## src/rtl/div_mon_pkg.sv

```systemverilog
// Shared types and constants for the divider error monitor.
package div_mon_pkg;
  localparam int DVD_W     = 16;
  localparam int DVS_W     = 8;
  localparam int N_ITER    = 8;
  localparam int CNT_W_DEF = 32;
  localparam int SUM_W_DEF = 40;

  typedef enum logic [1:0] {IDLE, CALC, UPDATE} state_e;

  // |v| for a 9-bit two's-complement difference of two 8-bit values; always fits 8 bits.
  function automatic logic [DVS_W-1:0] abs_err(input logic [DVS_W:0] v);
    logic [DVS_W:0] n;
    n = -v;
    return v[DVS_W] ? n[DVS_W-1:0] : v[DVS_W-1:0];
  endfunction
endpackage

```

## src/rtl/div_err_monitor_if.sv

```systemverilog
// Sample-in / result-out bus between the approximate divider and the error monitor.
interface div_err_monitor_if import div_mon_pkg::*; ();
  logic             in_valid;
  logic             in_ready;
  logic [DVD_W-1:0] x;
  logic [DVS_W-1:0] y;
  logic [DVS_W-1:0] q_app;
  logic [DVS_W-1:0] r_app;
  logic             res_valid;
  logic             res_skip;
  logic [DVS_W-1:0] q_exact;
  logic [DVS_W-1:0] r_exact;
  logic [DVS_W:0]   err_dist;

  modport master (
    output in_valid, x, y, q_app, r_app,
    input  in_ready, res_valid, res_skip, q_exact, r_exact, err_dist
  );
  modport slave (
    input  in_valid, x, y, q_app, r_app,
    output in_ready, res_valid, res_skip, q_exact, r_exact, err_dist
  );
endinterface

```

## src/rtl/div_serial_core.sv

```systemverilog
// Serial restoring divider, one quotient bit per cycle. done is high during the last
// iteration; q/r are stable from the following cycle until the next start.
module div_serial_core import div_mon_pkg::*; (
  input  logic             clk,
  input  logic             rst,
  input  logic             start,
  input  logic [DVD_W-1:0] dvd,
  input  logic [DVS_W-1:0] dvs,
  output logic             done,
  output logic [DVS_W-1:0] q,
  output logic [DVS_W-1:0] r
);
  localparam int CW = $clog2(N_ITER);

  logic [DVS_W:0]   p;
  logic [DVS_W:0]   ps;
  logic [DVS_W-1:0] dl;
  logic [DVS_W-1:0] d;
  logic [CW-1:0]    cnt;
  logic             busy;
  logic             ge;

  assign ps   = {p[DVS_W-1:0], dl[DVS_W-1]};
  assign ge   = ps >= {1'b0, d};
  assign done = busy && (cnt == CW'(N_ITER-1));
  assign r    = p[DVS_W-1:0];

  always_ff @(posedge clk or posedge rst) begin
    if (rst) begin
      p    <= '0;
      dl   <= '0;
      d    <= '0;
      q    <= '0;
      cnt  <= '0;
      busy <= 1'b0;
    end else if (start) begin
      p    <= {1'b0, dvd[DVD_W-1:DVS_W]};
      dl   <= dvd[DVS_W-1:0];
      d    <= dvs;
      q    <= '0;
      cnt  <= '0;
      busy <= 1'b1;
    end else if (busy) begin
      p    <= ge ? ps - {1'b0, d} : ps;
      q    <= {q[DVS_W-2:0], ge};
      dl   <= {dl[DVS_W-2:0], 1'b0};
      cnt  <= cnt + 1'b1;
      if (done) busy <= 1'b0;
    end
  end
endmodule

```

## src/rtl/div_err_monitor.sv

```systemverilog
// Exact-vs-approximate 16/8 divider error monitor with saturating statistics.
// Build option: DIV_MON_MAX_EN enables the max |err_dist| tracker (tied to 0 otherwise).
module div_err_monitor import div_mon_pkg::*; #(
  parameter int CNT_W = CNT_W_DEF,
  parameter int SUM_W = SUM_W_DEF
) (
  input  logic             clk,
  input  logic             rst,
  div_err_monitor_if.slave bus,
  input  logic             clear,
  output logic [CNT_W-1:0] sample_cnt,
  output logic [CNT_W-1:0] skip_cnt,
  output logic [CNT_W-1:0] err_cnt,
  output logic [SUM_W-1:0] sum_abs_err,
  output logic [DVS_W-1:0] max_abs_err
);
  state_e st, st_nx;
  logic             start, accept, in_rng, done;
  logic             skip_q;
  logic [DVS_W-1:0] qa_q, ra_q, core_q, core_r;
  logic [DVS_W:0]   err;
  logic [DVS_W-1:0] abs_e;
  logic             mis;
  logic [SUM_W:0]   sum_nx;
  logic             upd;

  assign in_rng       = (bus.y != '0) && (bus.x[DVD_W-1:DVS_W] < bus.y);
  assign bus.in_ready = (st == IDLE) && !rst;
  assign accept       = bus.in_valid && (st == IDLE);
  assign upd          = (st == UPDATE);

  div_serial_core u_core (
    .clk   (clk),
    .rst   (rst),
    .start (start),
    .dvd   (bus.x),
    .dvs   (bus.y),
    .done  (done),
    .q     (core_q),
    .r     (core_r)
  );

  always_ff @(posedge clk or posedge rst) begin
    if (rst) st <= IDLE;
    else     st <= st_nx;
  end

  always_comb begin
    st_nx = st;
    start = 1'b0;
    case (st)
      IDLE: if (accept) begin
        if (in_rng) begin
          start = 1'b1;
          st_nx = CALC;
        end else begin
          st_nx = UPDATE;
        end
      end
      CALC:    if (done) st_nx = UPDATE;
      UPDATE:  st_nx = IDLE;
      default: st_nx = IDLE;
    endcase
  end

  assign err    = {1'b0, qa_q} - {1'b0, core_q};
  assign abs_e  = abs_err(err);
  assign mis    = (qa_q != core_q) || (ra_q != core_r);
  assign sum_nx = {1'b0, sum_abs_err} + (SUM_W+1)'(abs_e);

  always_ff @(posedge clk or posedge rst) begin
    if (rst) begin
      skip_q <= 1'b0;
      qa_q   <= '0;
      ra_q   <= '0;
    end else if (accept) begin
      skip_q <= !in_rng;
      qa_q   <= bus.q_app;
      ra_q   <= bus.r_app;
    end
  end

  // Per-sample outputs: skip samples report zeros; values hold until the next UPDATE.
  always_ff @(posedge clk or posedge rst) begin
    if (rst) begin
      bus.res_valid <= 1'b0;
      bus.res_skip  <= 1'b0;
      bus.q_exact   <= '0;
      bus.r_exact   <= '0;
      bus.err_dist  <= '0;
    end else begin
      bus.res_valid <= upd;
      if (upd) begin
        bus.res_skip <= skip_q;
        bus.q_exact  <= skip_q ? '0 : core_q;
        bus.r_exact  <= skip_q ? '0 : core_r;
        bus.err_dist <= skip_q ? '0 : err;
      end
    end
  end

  // clear has priority over the UPDATE of the same cycle.
  always_ff @(posedge clk or posedge rst) begin
    if (rst) begin
      sample_cnt  <= '0;
      skip_cnt    <= '0;
      err_cnt     <= '0;
      sum_abs_err <= '0;
    end else if (clear) begin
      sample_cnt  <= '0;
      skip_cnt    <= '0;
      err_cnt     <= '0;
      sum_abs_err <= '0;
    end else if (upd) begin
      if (skip_q) begin
        if (~&skip_cnt) skip_cnt <= skip_cnt + 1'b1;
      end else begin
        if (~&sample_cnt)    sample_cnt <= sample_cnt + 1'b1;
        if (mis && ~&err_cnt) err_cnt   <= err_cnt + 1'b1;
        sum_abs_err <= sum_nx[SUM_W] ? '1 : sum_nx[SUM_W-1:0];
      end
    end
  end

`ifdef DIV_MON_MAX_EN
  always_ff @(posedge clk or posedge rst) begin
    if (rst)                                    max_abs_err <= '0;
    else if (clear)                             max_abs_err <= '0;
    else if (upd && !skip_q && abs_e > max_abs_err) max_abs_err <= abs_e;
  end
`else
  assign max_abs_err = '0;
`endif
endmodule
```

## src/flat_wrapper.sv

```systemverilog
// flat-port wrapper written by rule: the top's interface ports become plain ports
module div_err_monitor_flat import div_mon_pkg::*;
#(
  parameter int CNT_W = CNT_W_DEF,
  parameter int SUM_W = SUM_W_DEF
)
  (clk, rst, clear, sample_cnt, skip_cnt, err_cnt, sum_abs_err, max_abs_err, bus_in_valid, bus_x, bus_y, bus_q_app, bus_r_app, bus_in_ready, bus_res_valid, bus_res_skip, bus_q_exact, bus_r_exact, bus_err_dist);
  div_err_monitor_if bus_i ();
  input  logic clk;
  input  logic rst;
  input  logic clear;
  output logic [CNT_W-1:0] sample_cnt;
  output logic [CNT_W-1:0] skip_cnt;
  output logic [CNT_W-1:0] err_cnt;
  output logic [SUM_W-1:0] sum_abs_err;
  output logic [DVS_W-1:0] max_abs_err;
  input wire logic [$bits(bus_i.in_valid)-1:0] bus_in_valid;
  input wire logic [$bits(bus_i.x)-1:0] bus_x;
  input wire logic [$bits(bus_i.y)-1:0] bus_y;
  input wire logic [$bits(bus_i.q_app)-1:0] bus_q_app;
  input wire logic [$bits(bus_i.r_app)-1:0] bus_r_app;
  output wire logic [$bits(bus_i.in_ready)-1:0] bus_in_ready;
  output wire logic [$bits(bus_i.res_valid)-1:0] bus_res_valid;
  output wire logic [$bits(bus_i.res_skip)-1:0] bus_res_skip;
  output wire logic [$bits(bus_i.q_exact)-1:0] bus_q_exact;
  output wire logic [$bits(bus_i.r_exact)-1:0] bus_r_exact;
  output wire logic [$bits(bus_i.err_dist)-1:0] bus_err_dist;
  assign bus_i.in_valid = bus_in_valid;
  assign bus_i.x = bus_x;
  assign bus_i.y = bus_y;
  assign bus_i.q_app = bus_q_app;
  assign bus_i.r_app = bus_r_app;
  assign bus_in_ready = bus_i.in_ready;
  assign bus_res_valid = bus_i.res_valid;
  assign bus_res_skip = bus_i.res_skip;
  assign bus_q_exact = bus_i.q_exact;
  assign bus_r_exact = bus_i.r_exact;
  assign bus_err_dist = bus_i.err_dist;
  div_err_monitor #(.CNT_W(CNT_W), .SUM_W(SUM_W)) u_core (.clk(clk), .rst(rst), .bus(bus_i), .clear(clear), .sample_cnt(sample_cnt), .skip_cnt(skip_cnt), .err_cnt(err_cnt), .sum_abs_err(sum_abs_err), .max_abs_err(max_abs_err));
endmodule
```

## config.mk

```make
export PLATFORM = sky130hd
export DESIGN_NAME = div_err_monitor_flat
export DESIGN_NICKNAME = d
export VERILOG_FILES = /design/src/rtl/div_mon_pkg.sv /design/src/rtl/div_err_monitor_if.sv /design/src/rtl/div_serial_core.sv /design/src/rtl/div_err_monitor.sv /design/src/flat_wrapper.sv
export SDC_FILE = /design/constraint.sdc
export NUM_CORES = 1
export LEC_CHECK = 0
export CAP_MARGIN = 15
export CORE_ASPECT_RATIO = 1.4
export CORE_MARGIN = 2
export CORE_UTILIZATION = 40
export CTS_CLUSTER_DIAMETER = 30
export CTS_CLUSTER_SIZE = 24
export DETAILED_ROUTE_END_ITERATION = 10
export MAX_ROUTING_LAYER = met4
export SLEW_MARGIN = 40
export SYNTH_ARGS = -nofsm -noshare
export SYNTH_HDL_FRONTEND = slang
export SYNTH_SLANG_ARGS = --single-unit
```

## constraint.sdc

```tcl
create_clock -name clk -period 9.4 [get_ports clk]
set_input_delay 1.88 -clock clk [delete_from_list [all_inputs] [get_ports clk]]
set_output_delay 1.88 -clock clk [all_outputs]
set_load 0.02 [all_outputs]
```

== Word-level counts from Yosys, hierarchy flattened ==
Index checks and enable logic that the tools add are counted.
Word-level totals
  register bits after elaboration: 218
  output and inout port bits: 172
  logic and storage cells: 101
Operators by class
  add/subtract/negate cells: 8
  order comparisons: 2
  equality and inequality tests: 10
  mux-type cells: 39
  reductions and logical operators: 23
Operator list (number)
  32-bit 2-to-1 mux: 12
  40-bit 2-to-1 mux: 4
  32-bit by 1-bit adder with 32-bit output, second input constant: 3
  32-bit AND reduction: 3
  8-bit 2-to-1 mux: 10
  40-bit by 8-bit adder with 41-bit output: 1
  8-bit != test: 2
  9-bit by 8-bit greater-or-equal comparator with 1-bit output: 1
  9-bit 2-to-1 mux: 1
  3-bit AND reduction: 3
  8-bit by 8-bit subtractor with 9-bit output: 1
  8-bit less-than comparator: 1
  2-bit != test, second input constant: 4
  8-bit negation: 1
  2-bit nonzero test: 4
  8-bit nonzero test: 1
  8-bit subtractor: 1
  1-bit 2-to-1 mux: 6
  2-bit 2-to-1 mux: 3
  3-bit 2-to-1 mux: 2
  1-bit logical AND: 5
  2-bit case mux with 2 select lines: 1
  2-bit AND reduction: 2
  3-bit by 1-bit adder with 3-bit output, second input constant: 1
  7 further kinds: 9

== Longest topological paths before layout ==
Gate-level depths: netlist of run 1.
  depth after elaboration: 8
  mapped depth: 19
  mapped depth without buffers: 17

== Modules after synthesis ==
From an unflattened synthesis of run 1, not the netlist that was laid out.
Second synthesis, totals
  cells, all modules: 1305
  area total of the unflattened synthesis: 12283.0 um2
By module, submodules not included
  div_err_monitor: instances 1, cells an instance 1101, area each 10257.3 um2
  div_serial_core: instances 1, cells an instance 204, area each 2025.7 um2

== Least setup slack after synthesis of run 1 ==
OpenSTA, ideal clock, no wires.
  kind: input port to output port
  start: input port rst
  end: output port bus_in_ready
  arrival time: 2.335 ns
  data required time: 7.520 ns
  setup slack: 5.185 ns
  stages: 1
  path buffers: 0
  cells stage by stage: nor3_1
Between the ends
  word-level cells in the longest chain between the ends: 2
RTL lines
  start, declared: line flat_wrapper.sv:10  | input logic rst;
  1-bit zero test: line div_err_monitor.sv:28  | assign bus.in_ready = (st == IDLE) && !rst;
  1-bit logical AND: line div_err_monitor.sv:28
  end, declared: line flat_wrapper.sv:22  | output wire logic [$bits(bus_i.in_ready)-1:0] bus_in_ready;
No other way between the ends.

== Worst setup path after layout of run 1 ==
Same ends and word-level chain as after synthesis.

==> results of run 1 <==
path summary, 6_finish.rpt:
path | end | slack, ns | depth (start not counted) | startpoint
max reg2reg | u_core.sum_abs_err[37] | 4.56 | 17 | u_core.qa_q[0]
max in group asynchronous | u_core.sum_abs_err[38] | 6.29 | 3 | rst
min in group asynchronous | u_core.u_core.p[6] | 1.98 | 2 | rst
min reg2reg | u_core.bus.res_skip | 0.48 | 2 | u_core.bus.res_skip
min | u_core.bus.res_skip | 0.48 | 2 | u_core.bus.res_skip
max | bus_in_ready | 4.19 | 3 | rst
stage by stage:
stage / total power (W) / util [%] / cells
2_1_floorplan: 0.00258 / - / 1335
3_3_place_gp: 0.00306 / 48.6 / 1870
3_5_place_dp: 0.00308 / 48.8 / 1873
4_1_cts: 0.00503 / 55.1 / 1970
5_1_grt: 0.00529 / 55.1 / 1971
6_report: 0.00499 / 55.1 / 1971
flip-flops by register name, summed over array words and instances (netlist names), 2 cells and up:
name and count:
u_core.u_core.p 8, u_core.sample_cnt 32, u_core.skip_cnt 32, u_core.st 2, u_core.u_core.q 8, u_core.err_cnt 32, u_core.bus.r_exact 8, u_core.bus.q_exact 8
u_core.sum_abs_err 40, u_core.u_core.dl 8, u_core.bus.err_dist 9, u_core.qa_q 8, u_core.u_core.cnt 3, u_core.u_core.d 8, u_core.ra_q 8
cell type report:
class / instances / area (sq um)
multi-input combinational: 989 / 6360
timing repair buffer: 219 / 2170
sequential: 218 / 5460
clock inverter: 37 / 467
fill: 2705 / 13500
inverter: 63 / 253
clock buffer: 60 / 1420
tap: 385 / 482
per-layer routing:
layer  track usage (%)  share of wire (%)  vias up
li1                  -                  -     5250
met1              26.0                 41     5272
met2              39.1                 52      298
met3              4.02                4.8       54
met4              6.09                1.7        0
met5                 -                  0        -
power breakdown:
part           internal (W)  switching, W  total (W)
Clock               0.00133      0.000589    0.00192
Combinational      0.000786       0.00103    0.00182
Sequential          0.00111      0.000152    0.00126
Total               0.00322       0.00177    0.00499
cells in the mapped netlist (3+ instances only):
| master | count | area, sq um |
|---|---|---|
| and2_1 | 6 | 37.5 |
| a311oi_1 | 9 | 78.8 |
| o211ai_1 | 4 | 30.0 |
| mux2i_1 | 31 | 310 |
| or2_2 | 7 | 43.8 |
| a21oi_1 | 65 | 325 |
| o21a_1 | 7 | 52.6 |
| o31ai_1 | 24 | 180 |
| a21o_1 | 8 | 60.1 |
| nand2_1 | 113 | 424 |
| a31oi_1 | 9 | 56.3 |
| buf_2 | 11 | 55.1 |
| nor4_1 | 29 | 181 |
| o211a_1 | 5 | 50.1 |
| inv_1 | 63 | 236 |
| nor3_1 | 55 | 275 |
| nor4b_1 | 3 | 26.3 |
| xnor2_1 | 70 | 613 |
| mux2_2 | 19 | 214 |
| or3_1 | 33 | 206 |
| dfrtp_1 | 218 | 5460 |
| or4_1 | 13 | 97.6 |
| clkbuf_1 | 40 | 150 |
| a31o_2 | 3 | 26.3 |
| nand4_2 | 4 | 50.1 |
| o21ai_0 | 82 | 410 |
| and4_1 | 15 | 131 |
| buf_4 | 9 | 67.6 |
| and3_1 | 17 | 106 |
| fa_1 | 3 | 60.1 |
| o221ai_1 | 5 | 43.8 |
| buf_1 | 3 | 11.3 |
| a211oi_1 | 12 | 90.1 |
| nand3_1 | 52 | 260 |
| nand4_1 | 45 | 282 |
| nor2_1 | 125 | 469 |
| nor3b_1 | 4 | 30.0 |
| ha_1 | 37 | 463 |
| o21bai_1 | 5 | 37.5 |
| xor2_1 | 13 | 114 |
| nor2b_1 | 8 | 50.1 |
| nand2b_1 | 10 | 62.6 |
cells by family (layout without fill, tap and decap cells):
logic type	Yosys count	in the layout	synth area share [%]
simple gates	553	553	23.7
flops	218	218	44.5
compound gates	255	255	13.0
fa+ha+maj	40	40	4.26
xor+xnor	83	83	5.92
buf+inv	128	379	4.37
mux	50	50	4.27
other cells	1	8	0.0306
worst max-delay path, cell delays in order:
cell and delay, ns:
clkdlybuf4s50_1 0.59, nor3_1 0.23, clkdlybuf4s50_1 0.64
==> impl_metrics.csv, run 1 <==
group,metric,value,unit
route,totalWireLength,35000,um
clocking,cts_resized,0,
clocking,htreeDepth,2,
finish,num_antenna_cells,0,
critical_path,criticalPathCategory,"in2out",
critical_path,critPathMaxFanout,2,
timing,timing.fmax,192,MHz
clocking,cts.sink_count,218,
route,vias,10900,
synth,synth_seq_cells,218,
die,die_h,211,um
critical_path,end_kind,"primary output",
global_routing,overflow,0,
timing,grt_setup_unrepaired,"false",
synth,ys_warn_count,0,
clocking,cts_max_path_buffers,3,
global_routing,antenna_found_initial,0,
finish,final_common_cell,"dfrtp_1",
place,routabilityCongestion,0.844,
clocking,clk-insertion-delay-late,0.55,ns
clocking,cts_setup_buffers,0,
finish,layout_common_cells,"218 x dfrtp_1, 206 x clkdlybuf4s50_1, 124 x nor2_1",
critical_path,cp.required,7.52,ns
timing,finClkSkew,0.0137,ns
route,drc,0,
global_routing,track_usage,22.1,%
clocking,path_clk_slew,0.05,ns
synth,ys_seq_area_share,44.5,%
finish,layout-drive-gt1-share,10.1,%
power,ir_drop,0.181,mV
die,core-area,30100,sq um
die,num_io_pins,216,
hold_path,min_path_type,"reg2reg",
route,via_per_inst,5.52,
synth,synthDistinctLibCells,69,
clocking,cts_root_buffer,"clkbuf_16",
clocking,hold_buffers,0,
synth,syn-cell-area,12300,sq um
synth,async_flop_share,100,%
clocking,numCtsBuffers,52,
timing,fin_tns_setup,0,ns
status,status,"finished, final reports clean",
route,drt-initial-drc-count,621,
place,dp_hpwl,24500,um
die,die-area,32100,sq um
global_routing,grt_pass1_vias,10700,
timing,holdWs,0.477,ns
place,port_buffers,207,
global_routing,grt_max_degree,147,
timing,relSlewSlack,43.5,%
timing,finalMaxSlewViolations,0,
place,pre_cts_ws,4.25,ns
synth,synth-main-ff-cell,"dfrtp_1",
clocking,cts_tree,"yes",
synth,avgSynthCellArea,9.24,sq um
timing,worst_pin_slew,0.841,ns
finish,synthToLayoutAreaGrowth,35.3,%
die,initial_core_util,40.7,%
global_routing,grt_pass1_wl,56800,um
finish,nets,1627,
timing,hold_viol_final,0,
power,p_per_area,301,nW/um^2
timing,post-route-min-period,5.21,ns
timing,setup_violations,0,
synth,syn_inst,1328,
place,place_area,14700,sq um
route,detail_route.wl_per_cell,17.8,um
route,drt_first_pass_iters,5,
critical_path,cp-start-kind,"input port",
die,num_rows,75,
flow_run,drv_cap,0,
timing,period_share,55.4,%
finish,finalInstanceArea,16600,sq um
die,chipWidth,152,um
critical_path,cp.arrival,3.33,ns
timing,worst_slack,4.19,ns
power,p_leak,6.78,nW
route,drtAntennaViolNets,0,
synth,synth_edf_count,0,
(Power assumes the default switching activity.)
==> run 2, diff against run 1 <==
Clock period 9.4 ns to 4.95 ns, I/O delays scaled along.
==> impl_metrics.csv, run 2 (same netlist as run 1, synthesis figures left out) <==
group,metric,value,unit
status,status,"finished, final reports clean",
route,drt-initial-drc-count,572,
route,totalWireLength,35600,um
global_routing,grt_pass1_wl,57500,um
global_routing,grt_pass1_vias,10900,
finish,synthToLayoutAreaGrowth,35.5,%
critical_path,endpoint,"u_core.sum_abs_err[19]",
finish,largest-register,"u_core.sum_abs_err",
critical_path,path_cells,"inv_1 > ha_1 > inv_1 > fa_1 > a211oi_1 > o21ai_0 > a21o_1 > a21o_1 > mux2_2 > fa_1 > a211oi_1 > o211ai_1 > nand4_2 > nor2_1 > nor2_1 > a311oi_1",
route,drt_first_pass_iters,4,
finish,nets,1634,
timing,hold_viol_final,0,
critical_path,cp.required,5.34,ns
critical_path,r2r_cells,16,
critical_path,slowest_delay,0.45,ns
die,chipWidth,152,um
clocking,cts_root_buffer,"clkbuf_16",
timing,grt_setup_unrepaired,"false",
timing,timing.fmax,221,MHz
global_routing,track_usage,22.5,%
route,via_per_inst,5.52,
die,initial_core_util,40.7,%
place,routabilityCongestion,0.875,
clocking,cts.sink_count,218,
global_routing,busiest_layer,"met2",
critical_path,cp.arrival,4.91,ns
critical_path,end_kind,"flip-flop",
critical_path,cp-startpoint,"u_core.qa_q[0]",
global_routing,overflow,0,
clocking,numCtsBuffers,52,
place,port_buffers,207,
clocking,htreeDepth,2,
route,detail_route.wl_per_cell,18.1,um
global_routing,grt_max_degree,105,
timing,fin_tns_setup,0,ns
clocking,path_clk_slew,0.04,ns
critical_path,r2r_end,"u_core.sum_abs_err[19]",
place,pre_cts_ws,0.466,ns
power,p_per_area,570,nW/um^2
critical_path,crit_cells,16,
timing,finalMaxSlewViolations,0,
route,drtAntennaViolNets,0,
hold_path,min_path_type,"reg2reg",
timing,period_share,91.3,%
route,vias,10900,
finish,num-fill-cells,2678,
timing,post-route-min-period,4.52,ns
finish,final_common_cell,"dfrtp_1",
clocking,clk-insertion-delay-late,0.55,ns
die,num_rows,75,
timing,setup_violations,0,
finish,layout-drive-gt1-share,9.77,%
critical_path,ff2ff_setup_slack,0.43,ns
global_routing,antenna_found_initial,0,
critical_path,worst_path_max_delay_cell,"fa_1",
hold_path,min-delay-start,"u_core.bus.q_exact[2]",
critical_path,cp-start-kind,"flip-flop",
timing,finClkSkew,0.0146,ns
finish,layout_common_cells,"218 x dfrtp_1, 206 x clkdlybuf4s50_1, 124 x nor2_1",
route,drc,0,
critical_path,reg2reg_from,"u_core.qa_q[0]",
power,p_leak,6.81,nW
finish,largest_reg_flops,40,
global_routing,use_met2,39.6,%
timing,worst_pin_slew,0.834,ns
timing,relSlewSlack,44.0,%
power,ir_drop,0.386,mV
clocking,cts_tree,"yes",
critical_path,critPathMaxFanout,10,
critical_path,worst-path-buf-inv,2,
clocking,cts_max_path_buffers,3,
place,dp_hpwl,25300,um
flow_run,drv_cap,0,
die,core-area,30100,sq um
global_routing,use_met3,4.02,%
timing,worst_slack,0.433,ns
finish,num_antenna_cells,0,
critical_path,criticalPathCategory,"reg2reg",
global_routing,met1_usage,25.8,%
die,die-area,32100,sq um
clocking,cts_resized,0,
die,die_h,211,um
die,num_io_pins,216,
critical_path,cp_top_family,"compound AO/OA/AOI/OAI gates",
-- run 2: changes by cell type in the layout (fill, tap and decap cells not counted), sizes merged --
cell,delta
clkinvlp,-7
bufinv,+1
clkbuf,+7
buf,+7
clkinv,-4
inv,-3
-- run 2: worst min-delay path by stage --
stage	to	slack (ns)	cells past startpoint
2_1_floorplan	u_core.u_core.d[0]	0.48	1
3_3_place_gp	u_core.bus.res_skip	0.46	2
3_5_place_dp	u_core.bus.res_skip	0.47	2
4_1_cts	u_core.bus.q_exact[2]	0.48	2
5_1_grt	u_core.bus.res_skip	0.50	2
6_report	u_core.bus.q_exact[2]	0.47	2
-- run 2: metal layers --
layer	wire length (um)	vias up
met5	0	-
met4	941	0
met3	1750	68
met2	18500	283
met1	14400	5288
li1	-	5254
-- run 2: timing repair --
action / 4_1_cts / 5_1_grt
setup buffers: 0 / 3
endpoints found under the setup margin: 0 / 5
hold endpoints to repair: 0 / 0
hold buffers: 0 / 0
-- run 2: layout make-up --
type	count	area [sq um]	share of cell area (%)
multi-input combinational	989	6360	38.2
sequential	218	5460	32.8
timing repair buffer	226	2240	13.5
clock buffer	67	1460	8.78
tap	385	482	2.90
clock inverter	24	392	2.36
inverter	63	240	1.45
-- run 2: tightest hold or removal path, cell delays in order (launching register included) --
cell	delay, ns
dfrtp_1	0.33
nand2_1	0.05
o31ai_1	0.05
-- run 2: power by group --
| group | total, W | internal, W | switching [W] |
|---|---|---|---|
| logic | 0.00347 | 0.00150 | 0.00197 |
| clock network | 0.00360 | 0.00256 | 0.00103 |
| registers | 0.00240 | 0.00211 | 0.000297 |
-- run 2: per-stage QoR --
stage / util, % / power (W) / instance area [sq um] / cells / hold slack, ns
4_1_cts: 55.0 / 0.00956 / 16600 / 1967 / 0.477
5_1_grt: 55.2 / 0.0100 / 16600 / 1972 / 0.503
3_5_place_dp: 48.9 / 0.00589 / 14700 / 1876 / 0.469
6_report: 55.2 / 0.00947 / 16600 / 1972 / 0.473
3_3_place_gp: 48.7 / 0.00581 / 14700 / 1875 / 0.463
2_1_floorplan: - / 0.00491 / 12300 / 1335 / 0.485
